<file path="config.mk">
export PLATFORM = sky130hd
export DESIGN_NAME = ctrl_pipe_bubble
export DESIGN_NICKNAME = d
export VERILOG_FILES = /design/src/rtl/ctrl_pipe_bubble.sv
export SDC_FILE = /design/constraint.sdc
export NUM_CORES = 1
export LEC_CHECK = 0
export CAP_MARGIN = 10
export CELL_PAD_IN_SITES_DETAIL_PLACEMENT = 1
export CELL_PAD_IN_SITES_GLOBAL_PLACEMENT = 1
export CORE_UTILIZATION = 32
export CTS_BUF_LIST = sky130_fd_sc_hd__clkbuf_16
export DETAILED_ROUTE_END_ITERATION = 6
export PLACE_DENSITY_LB_ADDON = 0.1
export SYNTH_ARGS = -nofsm -noshare
export SYNTH_HDL_FRONTEND = slang
export SYNTH_SLANG_ARGS = --single-unit
export TNS_END_PERCENT = 20
</file>
<file path="constraint.sdc">
create_clock -name clk -period 1.7 [get_ports clk]
set_input_delay 0.34 -clock clk [delete_from_list [all_inputs] [get_ports clk]]
set_output_delay 0.34 -clock clk [all_outputs]
set_load 0.01 [all_outputs]
</file>
<file path="src/rtl/ctrl_pipe_bubble.sv">
// ctrl_pipe_bubble
//   Carries the decoded control vector of the CPU from decode through STAGES
//   registered stages (e.g. ID/EX, EX/MEM, MEM/WB). It inserts multi-cycle
//   bubbles for load-use hazards, squashes the youngest stages on a taken
//   branch or jump, freezes on a global stall, and counts inserted bubbles.
//
// Ports
//   clk            clock, all state updates on the rising edge
//   rst            asynchronous active-high reset
//   i_ctrl_en      1 = pass i_ctrl_in, 0 = stage 0 loads an all-zero vector
//   i_ctrl_in      decoded control vector of the instruction in decode
//   i_valid_in     i_ctrl_in belongs to a real instruction
//   i_hold         global stall: freeze stages, counters and requests
//   i_flush        squash the incoming instruction and the youngest stages
//   i_bubble_req   request bubble insertion (load-use hazard)
//   i_bubble_len   number of bubbles requested, 0 = no-op
//   o_ctrl_stage   stage i vector at [i*CTRL_W +: CTRL_W], stage 0 youngest
//   o_valid_stage  per-stage valid
//   o_busy         combinational upstream stall (freeze PC and IF/ID)
//   o_bubble_left  bubbles still to insert after the current cycle
//   o_bubble_total saturating count of inserted bubbles
module ctrl_pipe_bubble #(
  parameter int CTRL_W      = 10,
  parameter int STAGES      = 3,
  parameter int FLUSH_DEPTH = 2,
  parameter int BCNT_W      = 3
) (
  input  logic                       clk,
  input  logic                       rst,
  input  logic                       i_ctrl_en,
  input  logic [CTRL_W-1:0]          i_ctrl_in,
  input  logic                       i_valid_in,
  input  logic                       i_hold,
  input  logic                       i_flush,
  input  logic                       i_bubble_req,
  input  logic [BCNT_W-1:0]          i_bubble_len,
  output logic [STAGES*CTRL_W-1:0]   o_ctrl_stage,
  output logic [STAGES-1:0]          o_valid_stage,
  output logic                       o_busy,
  output logic [BCNT_W-1:0]          o_bubble_left,
  output logic [15:0]                o_bubble_total
);

  localparam logic [BCNT_W-1:0] BCNT_ONE  = BCNT_W'(1);
  localparam logic [15:0]       TOTAL_MAX = 16'hFFFF;

  logic [STAGES-1:0][CTRL_W-1:0] r_ctrl;
  logic [STAGES-1:0]             r_valid;
  logic [BCNT_W-1:0]             r_bubble_left;
  logic [15:0]                   r_bubble_total;

  logic w_draining;
  logic w_new_bubble;
  logic w_bubble;

  // A new request is only considered once the previous run has drained, so a
  // request held high across the drain re-triggers on the first idle cycle.
  assign w_draining   = (r_bubble_left != '0);
  assign w_new_bubble = i_bubble_req && (i_bubble_len != '0) && !w_draining;
  assign w_bubble     = w_draining || w_new_bubble;

  // Flush cancels a same-cycle request, so upstream is not stalled for it.
  assign o_busy = w_draining || (i_bubble_req && (i_bubble_len != '0) && !i_flush);

  // NOTE: all state below is written with non-blocking assignments so every
  // stage samples its predecessor's pre-edge value and the shift is a true
  // register chain rather than a fall-through.
  always_ff @(posedge clk or posedge rst) begin
    if (rst) begin
      // NOTE: the pipeline is a handful of flops, not a RAM, so clearing it
      // asynchronously is cheap and gives downstream a defined zero vector.
      r_ctrl         <= '0;
      r_valid        <= '0;
      r_bubble_left  <= '0;
      r_bubble_total <= '0;
    end else if (!i_hold) begin
      // Older stages shift; the youngest FLUSH_DEPTH-1 stages above stage 0
      // are squashed on flush. Valid and vector move together, which keeps
      // every invalid stage at an all-zero vector.
      for (int i = 1; i < STAGES; i++) begin
        if (i_flush && (i < FLUSH_DEPTH)) begin
          r_ctrl[i]  <= '0;
          r_valid[i] <= 1'b0;
        end else begin
          r_ctrl[i]  <= r_ctrl[i-1];
          r_valid[i] <= r_valid[i-1];
        end
      end

      if (i_flush) begin
        r_ctrl[0]     <= '0;
        r_valid[0]    <= 1'b0;
        r_bubble_left <= '0;
      end else if (w_bubble) begin
        r_ctrl[0]     <= '0;
        r_valid[0]    <= 1'b0;
        r_bubble_left <= w_draining ? (r_bubble_left - BCNT_ONE)
                                    : (i_bubble_len - BCNT_ONE);
        if (r_bubble_total != TOTAL_MAX) begin
          r_bubble_total <= r_bubble_total + 16'd1;
        end
      end else if (i_ctrl_en && i_valid_in) begin
        r_ctrl[0]  <= i_ctrl_in;
        r_valid[0] <= 1'b1;
      end else begin
        r_ctrl[0]  <= '0;
        r_valid[0] <= 1'b0;
      end
    end
  end

  assign o_ctrl_stage   = r_ctrl;
  assign o_valid_stage  = r_valid;
  assign o_bubble_left  = r_bubble_left;
  assign o_bubble_total = r_bubble_total;

endmodule

</file>
==> run summary, run 1 <==
POWER AND IR DROP
------------------------------------------------------------------------------------------------------
Max rail drop VDD                                                                               626 µV
Power per unit of standard cell area                                                       1040 mW/mm²
Leak pwr                                                                                       1.81 nW

DETAILED ROUTING
------------------------------------------------------------------------------------------------------
Via count of the routed design                                                                    1857
DRC viols                                                                                            0
Number of DRC violations after detailed-routing iteration 0                                         38
Initial DRT Pass Iterations                                                                          4
Sum of routed wire length over all layers                                                      6040 µm
DR WL/cell                                                                                     15.9 µm
Post-detailed-route via-to-cell ratio                                                             4.90
Antenna Violating Nets Remaining                                                                     0

WORST SETUP PATH
------------------------------------------------------------------------------------------------------
Startpoint of the most critical setup path                                                o_bubble_total[13]
Cells on worst reg2reg path                                                                          4
Worst reg2reg endpoint                                                                    o_bubble_total[1]
Worst setup path endpoint                                                                 o_bubble_total[13]
Setup crit start kind                                                                         register
CP endpoint kind                                                                            output pin
CP arrival                                                                                     1.33 ns
Setup slack of the most critical reg-to-reg path                                               0.05 ns
WS Path Type                                                                                reg -> out
Req. time, crit path                                                                           1.36 ns
Launch instance of the worst register-to-register path                                    o_bubble_total[3]
Crit Path Max Fanout                                                                                 4

LOGIC SYNTHESIS
------------------------------------------------------------------------------------------------------
Library cell occupying the most area in the post-synthesis netlist                             dfrtp_1
Share of synthesized registers carrying an async set or reset                                     100%
Area share of the leading cell type in the synthesized netlist                                   58.8%
Most common cell in the synthesized netlist                                                    dfrtp_1
Seq cells post-synth                                                                                52
Commonest cells in the netlist                                                            dfrtp_1 (52), nand2_1 (17), a22o_1 (13), o21ai_0 (12), xor2_1 (12)
Seq/Total Area, Yosys                                                                            58.8%
Post-synth top flop                                                                            dfrtp_1
Netlist area before placement                                                              0.00221 mm²
Count of flip-flops with a built-in enable after synthesis                                           0
Net count after synthesis                                                                          209
Warning count from the yosys run                                                                     0
Count of distinct cell types in the synthesized netlist                                             27
Cell types occupying the most area after synthesis                                        dfrtp_1 (59%), mux2_2 (5.6%), a22o_1 (5.1%)
Syn_area_per_cell                                                                             11.8 µm²
Instance count of the mapped netlist                                                               187

CTS
------------------------------------------------------------------------------------------------------
TritonCTS clock tree                                                                              done
Longest Clk Path Bufs                                                                                2
Clock transition at the register clock pins on the worst setup and hold paths after CTS        0.07 ns
H-tree level count                                                                                   2
Number of clock sinks                                                                               52
Insertion delay to the later sink of the worst-skew pair                                       0.29 ns
Hold buffer count at CTS                                                                             0
Root buf cell                                                                                clkbuf_16
Total CTS buffers                                                                                    5

JOB
------------------------------------------------------------------------------------------------------
Number of maximum-capacitance violations                                                             0

GRT
------------------------------------------------------------------------------------------------------
Vias in the first global route                                                                    1908
Wire length of the first global-routing pass                                                   9920 µm
Antenna violations before repair                                                                     0
Largest net degree at the start of global routing                                                   53
Gr usage total                                                                                   17.6%
Remaining global-route overflow                                                                      0

TIMING
------------------------------------------------------------------------------------------------------
Maximum clock frequency                                                                        599 MHz
Final setup violation count                                                                          0
Worst Clk Skew                                                                              0.00453 ns
Max-slew violation count                                                                             0
Share of the clock period used by the worst path after layout                                    98.2%
Unrepaired setup endpoints after global routing                                                   true
Setup tns final                                                                                   0 ns
Normalized max-slew margin                                                                       71.4%
Worst Tran Pin Value                                                                          0.429 ns
Worst Slack Setup Final                                                                      0.0314 ns
Final critical path time including I/O delays and setup                                        1.67 ns
Fin Hold WS                                                                                   0.408 ns
Hold Vio Cnt, Final                                                                                  0

PLACE
------------------------------------------------------------------------------------------------------
Sum of net half-perimeters after detailed placement                                            4280 µm
Total placed instance area                                                                 0.00330 mm²
Routability Congestion                                                                           0.762
Worst slack, placed                                                                          -0.344 ns
Number of port buffers                                                                              72

FINAL LAYOUT
------------------------------------------------------------------------------------------------------
Number of antenna diodes                                                                             0
Fin nets                                                                                           323
Final non-filler cell area                                                                 0.00361 mm²
Fraction of layout instances using a drive strength above 1                                      27.8%
Area delta synth->final                                                                          63.2%

DIE
------------------------------------------------------------------------------------------------------
Total Die Area                                                                             0.00725 mm²
Total number of placement rows                                                                      29
Floorplan core area                                                                        0.00649 mm²
Initial standard-cell utilization of the core                                                    34.1%
Die Height                                                                                     85.1 µm
Boundary Pins                                                                                       73
Horizontal extent of the die                                                                   85.1 µm

OUTCOME
------------------------------------------------------------------------------------------------------
Outcome                                                                                   finished clean

WORST HOLD PATH
------------------------------------------------------------------------------------------------------
Class of the worst hold path                                                               in -> async

timing repair:
item	in CTS	in global routing
pin swaps	1	5
endpoints found under the setup margin	5	37
resized for setup	9	27
cloned	0	1
hold endpoints to repair	0	0
buffers inserted	1	2
registers in the layout (all words and copies together) (netlist names):
register        count
o_ctrl_stage       30
o_bubble_total     16
o_bubble_left       3
o_valid_stage       3
critical path, stage by stage, from the launching register on:
cell	delay (ns)
dfrtp_1	0.37
buf_4	0.14
clkdlybuf4s50_1	0.53
stage by stage:
stage / std cells / total power [mW] / utilization [%]
6_report: 379 / 3.75 / 55.6
4_1_cts: 376 / 3.76 / 53.9
3_3_place_gp: 367 / 2.55 / 50.8
5_1_grt: 379 / 3.95 / 55.6
2_1_floorplan: 187 / 1.94 / -
3_5_place_dp: 367 / 2.58 / 50.8
final cells by class:
class	instances	area, µm²
tap	77	96.3
inverter	2	7.51
fill	687	2880
sequential	52	1300
multi-input combinational	125	946
clock buffer	5	125
clock inverter	3	46.3
timing repair buffer	115	1090
layer usage:
layer	track usage [%]	part of all wire (%)	up-vias
li1	-	-	884
met1	23.8	46	927
met2	29.1	49	40
met3	3.40	3.3	6
met4	4.62	1.0	0
met5	0	0	-
cell families (layout without fill, tap and decap cells):
logic type,count (synthesis),in the layout,synth area share (%)
and+or+nand+nor,64,64,14.9
DFF,52,52,58.8
AOI/OAI and AO/OA,31,31,10.5
xor gates and xnor gates,16,16,6.33
muxes,12,12,6.28
buffers and inverters,10,125,2.09
adders and majority gates,2,2,1.13
power breakdown:
part | leakage (nW) | switching, mW | internal [mW]
logic | 1.02 | 0.543 | 0.615
registers | 0.712 | 0.0705 | 1.35
clock network | 0.0804 | 0.463 | 0.700
total | 1.81 | 1.08 | 2.67
placed cells by master, fill, tap and decap left out, types with 2 or more instances in the layout:
master,instances
xor2_1,12
nand4_1,6
xnor2_1,4
o21ai_0,11
clkbuf_16,5
buf_4,38
buf_2,2
nor2_1,8
nand2_1,16
dlymetal6s2s_1,12
nand2b_1,9
nor3_1,2
a21oi_1,3
a22o_1,13
nand3_1,7
buf_6,3
clkdlybuf4s50_1,58
dfrtp_1,51
mux2_2,11
nor3_2,4
worst min path at each step:
stage                     startpoint                end  slack (ns)  cells after the start
floorplan               i_ctrl_in[0]    o_ctrl_stage[0]        0.47                      1
global placement    o_ctrl_stage[21]   o_ctrl_stage[21]        0.49                      1
detailed placement  o_ctrl_stage[20]   o_ctrl_stage[20]        0.49                      1
CTS                              rst  o_bubble_total[9]        0.43                      3
global route                     rst    o_ctrl_stage[9]        0.47                      3
finish                           rst    o_ctrl_stage[9]        0.41                      3
No activity file was read; power rests on OpenSTA's default activity.
==> run 2, diff against run 1 <==
- CORE_UTILIZATION: 32 -> 35
- clock period: 1.7 -> 1.75 ns (I/O delays scaled with it)
==> run summary, run 2 (synthesis gave the netlist of run 1 again) <==
OUTCOME
------------------------------------------------------------------------------------------------------
Outcome                                                                                   finished clean

GRT
------------------------------------------------------------------------------------------------------
Gr usage total                                                                                   19.3%
Remaining global-route overflow                                                                      0
Wire length of the first global-routing pass                                                   9520 µm
Vias in the first global route                                                                    1910
Antenna violations before repair                                                                     0
Largest net degree at the start of global routing                                                   53

WORST SETUP PATH
------------------------------------------------------------------------------------------------------
CP arrival                                                                                     1.36 ns
CP endpoint kind                                                                            output pin
Setup slack of the most critical reg-to-reg path                                               0.04 ns
Crit Path Max Fanout                                                                                 5
Setup crit start kind                                                                         register
WS Path Type                                                                                reg -> out
Req. time, crit path                                                                           1.40 ns

FINAL LAYOUT
------------------------------------------------------------------------------------------------------
Number of antenna diodes                                                                             0
Fraction of layout instances using a drive strength above 1                                      25.8%
Number of flip-flops in the largest register                                                        30
Final non-filler cell area                                                                 0.00354 mm²
Leading cell type in the layout, fill and taps excluded                                   clkdlybuf4s50_1
Post-route non-filler standard cell count                                                          374
Final-layout fill cell count                                                                       650
Fin nets                                                                                           320
Final Util                                                                                       58.7%
Area delta synth->final                                                                          59.8%
Top library cells by usage in the layout, fill and taps aside                             clkdlybuf4s50_1 (69), dfrtp_1 (51), buf_4 (38), nand2_1 (17), a22o_1 (13)

CTS
------------------------------------------------------------------------------------------------------
Clock transition at the register clock pins on the worst setup and hold paths after CTS        0.07 ns
Total CTS buffers                                                                                    5
H-tree level count                                                                                   2
Longest Clk Path Bufs                                                                                2
Hold buffer count at CTS                                                                             0
TritonCTS clock tree                                                                              done
Root buf cell                                                                                clkbuf_16
Insertion delay to the later sink of the worst-skew pair                                       0.29 ns
Number of clock sinks                                                                               52

TIMING
------------------------------------------------------------------------------------------------------
Final critical path time including I/O delays and setup                                        1.71 ns
Unrepaired setup endpoints after global routing                                                   true
Final setup violation count                                                                          0
Worst Clk Skew                                                                              0.00332 ns
Maximum clock frequency                                                                        584 MHz
Worst Tran Pin Value                                                                          0.410 ns
Fin Hold WS                                                                                   0.420 ns
Share of the clock period used by the worst path after layout                                    97.9%
Max-slew violation count                                                                             0
Hold Vio Cnt, Final                                                                                  0
Normalized max-slew margin                                                                       72.6%

DIE
------------------------------------------------------------------------------------------------------
Initial standard-cell utilization of the core                                                    36.7%
Horizontal extent of the die                                                                   81.5 µm
Die Height                                                                                     81.5 µm
Total Die Area                                                                             0.00664 mm²
Boundary Pins                                                                                       73
Total number of placement rows                                                                      28
Floorplan core area                                                                        0.00603 mm²

POWER AND IR DROP
------------------------------------------------------------------------------------------------------
Power per unit of standard cell area                                                       1020 mW/mm²
Max rail drop VDD                                                                               743 µV
Combinational fraction of design power                                                           30.6%
Fraction of power consumed by sequential logic                                                   38.2%
Total net switching power                                                                      1.02 mW
Part of the power in the clock network                                                           31.1%
Post-layout power                                                                              3.62 mW
Switching power share of the total                                                               28.3%
Leak pwr                                                                                       1.64 nW
Cell internal pwr                                                                              2.59 mW

WORST HOLD PATH
------------------------------------------------------------------------------------------------------
Class of the worst hold path                                                               in -> async

DETAILED ROUTING
------------------------------------------------------------------------------------------------------
Top layer used by detailed routing                                                                met4
DR WL/cell                                                                                     15.9 µm
Metal3 WL                                                                                       233 µm
Sum of routed wire length over all layers                                                      5960 µm
Initial DRT Pass Iterations                                                                          4
Antenna Violating Nets Remaining                                                                     0
Post-Route M1 WL                                                                               2710 µm
Post-detailed-route via-to-cell ratio                                                             4.89
Via count of the routed design                                                                    1830
Length of routed met2 wiring                                                                   2970 µm
Number of DRC violations after detailed-routing iteration 0                                         58
DRC viols                                                                                            0

PLACE
------------------------------------------------------------------------------------------------------
Sum of net half-perimeters after detailed placement                                            4220 µm
DP Cell Count                                                                                      365
Routability Congestion                                                                           0.794
Total placed instance area                                                                 0.00330 mm²
Number of port buffers                                                                              72

JOB
------------------------------------------------------------------------------------------------------
Number of maximum-capacitance violations                                                             0

run 2: cell types whose count changed in the layout (fill, tap and decap cells not counted), moves of 2 or more:
cell and delta:
buf_6 -2, clkdlybuf4s50_1 +11, clkinv_4 +2, dlymetal6s2s_1 -11
nor2_1 +2, nor3_1 +2, nor3_2 -2
run 2: final cells by class:
class / instances / area (µm²) / share of cell area, %
Clock inverter: 3 / 47.5 / 1.34
Timing Repair Buffer: 112 / 1030 / 29.1
Tap cell: 75 / 93.8 / 2.65
Inverter: 2 / 7.51 / 0.212
Sequential cell: 52 / 1300 / 36.8
Multi-Input combinational cell: 125 / 930 / 26.3
Clock buffer: 5 / 125 / 3.54
run 2: worst paths after layout:
path | startpoint | end | depth (start not counted)
worst max-delay path | o_bubble_total[2] | o_bubble_total[2] | 2
worst min-delay path | rst | o_ctrl_stage[4] | 3
worst max register to register | o_bubble_total[6] | o_bubble_total[1] | 4
worst min register to register | o_ctrl_stage[24] | o_ctrl_stage[24] | 1
max in group asynchronous | rst | o_bubble_total[3] | 3
min in group clk | i_hold | o_bubble_left[2] | 4
run 2: stage by stage:
step | setup TNS, ns | worst slack, ns
6_report | 0 | 0.0366
5_1_grt | -0.0297 | -0.0145
4_1_cts | 0 | 0.00323
3_5_place_dp | -5.19 | -0.371
3_3_place_gp | -3.98 | -0.265
2_1_floorplan | -0.0646 | -0.0646
run 2: routing by layer:
metal / global-route usage (%) / up-vias
met3: 4.67 / 4
met2: 32.4 / 47
met1: 24.5 / 905
li1: - / 874
met5: 0 / -
met4: 5.36 / 0
run 2: power groups by stage:
stage / Combinational [mW] / Sequential [mW] / Clock, mW
after detailed placement: 1.09 / 1.41 / 0
after global placement: 1.07 / 1.40 / 0
after CTS: 1.09 / 1.38 / 1.15
final: 1.11 / 1.38 / 1.13
after global routing: 1.22 / 1.40 / 1.19
after floorplan: 0.371 / 1.51 / 0
run 2: critical path, cell delays in order (launching register included):
cell and delay, ns:
dfrtp_1 0.37, buf_4 0.16, clkdlybuf4s50_1 0.54
run 2: repair_timing:
| item | CTS | global route |
|---|---|---|
| pin swaps | 1 | 3 |
| buffers inserted | 0 | 1 |
| resized for setup | 8 | 9 |
| endpoints found under the setup margin | 3 | 10 |
==> run 3, diff against run 2 <==
- CORE_UTILIZATION: 35 -> 32
- clock period: 1.75 -> 1.45 ns (I/O delays scaled with it)
==> run summary, run 3 (synthesis gave the netlist of run 1 again) <==
GRT
------------------------------------------------------------------------------------------------------
Gr usage total                                                                                   17.5%
Wire length of the first global-routing pass                                                   9930 µm
Vias in the first global route                                                                    1975
Largest net degree at the start of global routing                                                   53
Remaining global-route overflow                                                                      0
Antenna violations before repair                                                                     0

WORST SETUP PATH
------------------------------------------------------------------------------------------------------
CP endpoint kind                                                                              register
Crit Path Max Fanout                                                                                 7
Slowest-stage cell, CP                                                                           or4_4
WS Path Type                                                                                reg -> reg
Setup slack of the most critical reg-to-reg path                                              -0.26 ns
Longest individual stage delay on the worst path                                               0.64 ns
CP arrival                                                                                     1.89 ns
Cell-by-cell listing of the critical path                                                 nand4_1 -> or4_4 -> nand2_8 -> mux2_4
Setup crit start kind                                                                         register
Req. time, crit path                                                                           1.63 ns

FINAL LAYOUT
------------------------------------------------------------------------------------------------------
Final Util                                                                                       54.5%
Fraction of layout instances using a drive strength above 1                                      28.1%
Leading cell type in the layout, fill and taps excluded                                   dlygate4sd2_1
Post-route non-filler standard cell count                                                          380
Fin nets                                                                                           324
Top library cells by usage in the layout, fill and taps aside                             dlygate4sd2_1 (52), dfrtp_1 (51), buf_4 (42), nand2_1 (16)
Number of antenna diodes                                                                             0
Number of flip-flops in the largest register                                                        30
Area delta synth->final                                                                          60.1%

TIMING
------------------------------------------------------------------------------------------------------
Final critical path time including I/O delays and setup                                        1.71 ns
Worst Clk Skew                                                                              0.00893 ns
Normalized max-slew margin                                                                       72.8%
Worst Slack Setup Final                                                                      -0.264 ns
Final setup violation count                                                                         17
Share of the clock period used by the worst path after layout                                     118%
Maximum clock frequency                                                                        583 MHz
Worst Tran Pin Value                                                                          0.408 ns
Unrepaired setup endpoints after global routing                                                   true
Hold Vio Cnt, Final                                                                                  0
Max-slew violation count                                                                             0

CTS
------------------------------------------------------------------------------------------------------
H-tree level count                                                                                   2
Root buf cell                                                                                clkbuf_16
Insertion delay to the later sink of the worst-skew pair                                       0.29 ns
TritonCTS clock tree                                                                              done
Hold buffer count at CTS                                                                             0
Number of clock sinks                                                                               52
Longest Clk Path Bufs                                                                                2
Postcts setup bufs                                                                                   0
Total CTS buffers                                                                                    5
Clock transition at the register clock pins on the worst setup and hold paths after CTS        0.07 ns

DIE
------------------------------------------------------------------------------------------------------
Horizontal extent of the die                                                                   85.1 µm
Floorplan core area                                                                        0.00649 mm²
Die Height                                                                                     85.1 µm
Total Die Area                                                                             0.00725 mm²
Boundary Pins                                                                                       73
Initial standard-cell utilization of the core                                                    34.1%
Total number of placement rows                                                                      29

POWER AND IR DROP
------------------------------------------------------------------------------------------------------
Power per unit of standard cell area                                                       1230 mW/mm²
Post-layout power                                                                              4.37 mW
Leak pwr                                                                                       1.88 nW
Max rail drop VDD                                                                               773 µV

PLACE
------------------------------------------------------------------------------------------------------
Routability Congestion                                                                           0.754
Sum of net half-perimeters after detailed placement                                            4340 µm
DP Cell Count                                                                                      372
Number of port buffers                                                                              72

DETAILED ROUTING
------------------------------------------------------------------------------------------------------
DR WL/cell                                                                                     15.6 µm
Number of DRC violations after detailed-routing iteration 0                                         70
DRC viols                                                                                            0
Sum of routed wire length over all layers                                                      5930 µm
Via count of the routed design                                                                    1856
Antenna Violating Nets Remaining                                                                     0
Post-detailed-route via-to-cell ratio                                                             4.88
Initial DRT Pass Iterations                                                                          4

OUTCOME
------------------------------------------------------------------------------------------------------
Outcome                                                                                   finished, violations left
Violated checks                                                                           negative setup slack

JOB
------------------------------------------------------------------------------------------------------
Number of maximum-capacitance violations                                                             0

WORST HOLD PATH
------------------------------------------------------------------------------------------------------
Class of the worst hold path                                                               in -> async

## run 3: cell count changes in the layout (fill, tap and decap cells not counted), moves of 2 or more
cell | previous run | this run
dlygate4sd2_1 | 0 | 52
clkdlybuf4s50_1 | 69 | 13
clkdlybuf4s15_1 | 0 | 6
buf_4 | 38 | 42
nor4_1 | 2 | 0
## run 3: final timing paths
kind	end	from	cells after the start
worst min-delay path	o_ctrl_stage[23]	rst	3
max in group asynchronous	o_bubble_total[3]	rst	3
worst min register to register	o_ctrl_stage[27]	o_ctrl_stage[27]	1
worst max-delay path	o_bubble_total[1]	o_bubble_total[6]	4
worst max register to register	o_bubble_total[1]	o_bubble_total[6]	4
min in group clk	o_ctrl_stage[27]	o_ctrl_stage[27]	1
## run 3: power by group
part           total, mW  switching, mW  internal, mW  leakage, nW
sequential          1.69          0.107          1.59        0.712
combinational       1.34          0.646         0.693         1.09
clock               1.33          0.521         0.812       0.0814
total               4.37           1.27          3.09         1.88
## run 3: repair_timing
item                                    4_1_cts  5_1_grt
resized for setup                            68       10
endpoints found under the setup margin       83       35
pin swaps                                     6        1
## run 3: critical path, delay by kind of cell (launching register included)
family           cells  cell delay (ns)
flip-flops           1             0.37
AND/OR/NAND/NOR      3             0.93
multiplexers         1             0.30
## run 3: layout make-up
cell class	instances	area [µm²]
Clock buffer	5	125
Fill cell	722	2950
Tap cell	77	96.3
Inverter	2	7.51
Sequential cell	52	1300
Multi-Input combinational cell	125	971
Timing Repair Buffer	116	997
Clock inverter	3	42.5
## run 3: routing by layer
layer / vias up / track usage (%) / wire length (µm) / part of all wire (%)
met3: 5 / 3.50 / 232 / 3.9
met5: - / 0 / 0 / 0
met1: 916 / 22.4 / 2650 / 45
met2: 44 / 30.6 / 3000 / 51
li1: 891 / - / - / -
met4: 0 / 4.16 / 44 / 0.74
## run 3: stage by stage
stage / worst slack [ns] / hold WS [ns] / setup TNS [ns] / area, µm²
5_1_grt: -0.295 / 0.394 / -3.99 / 3540
3_5_place_dp: -0.562 / 0.493 / -13.19 / 3380
2_1_floorplan: -0.357 / 0.418 / -10.41 / 2260
4_1_cts: -0.247 / 0.387 / -2.95 / 3520
6_report: -0.264 / 0.375 / -3.19 / 3540
3_3_place_gp: -0.561 / 0.487 / -12.46 / 3380
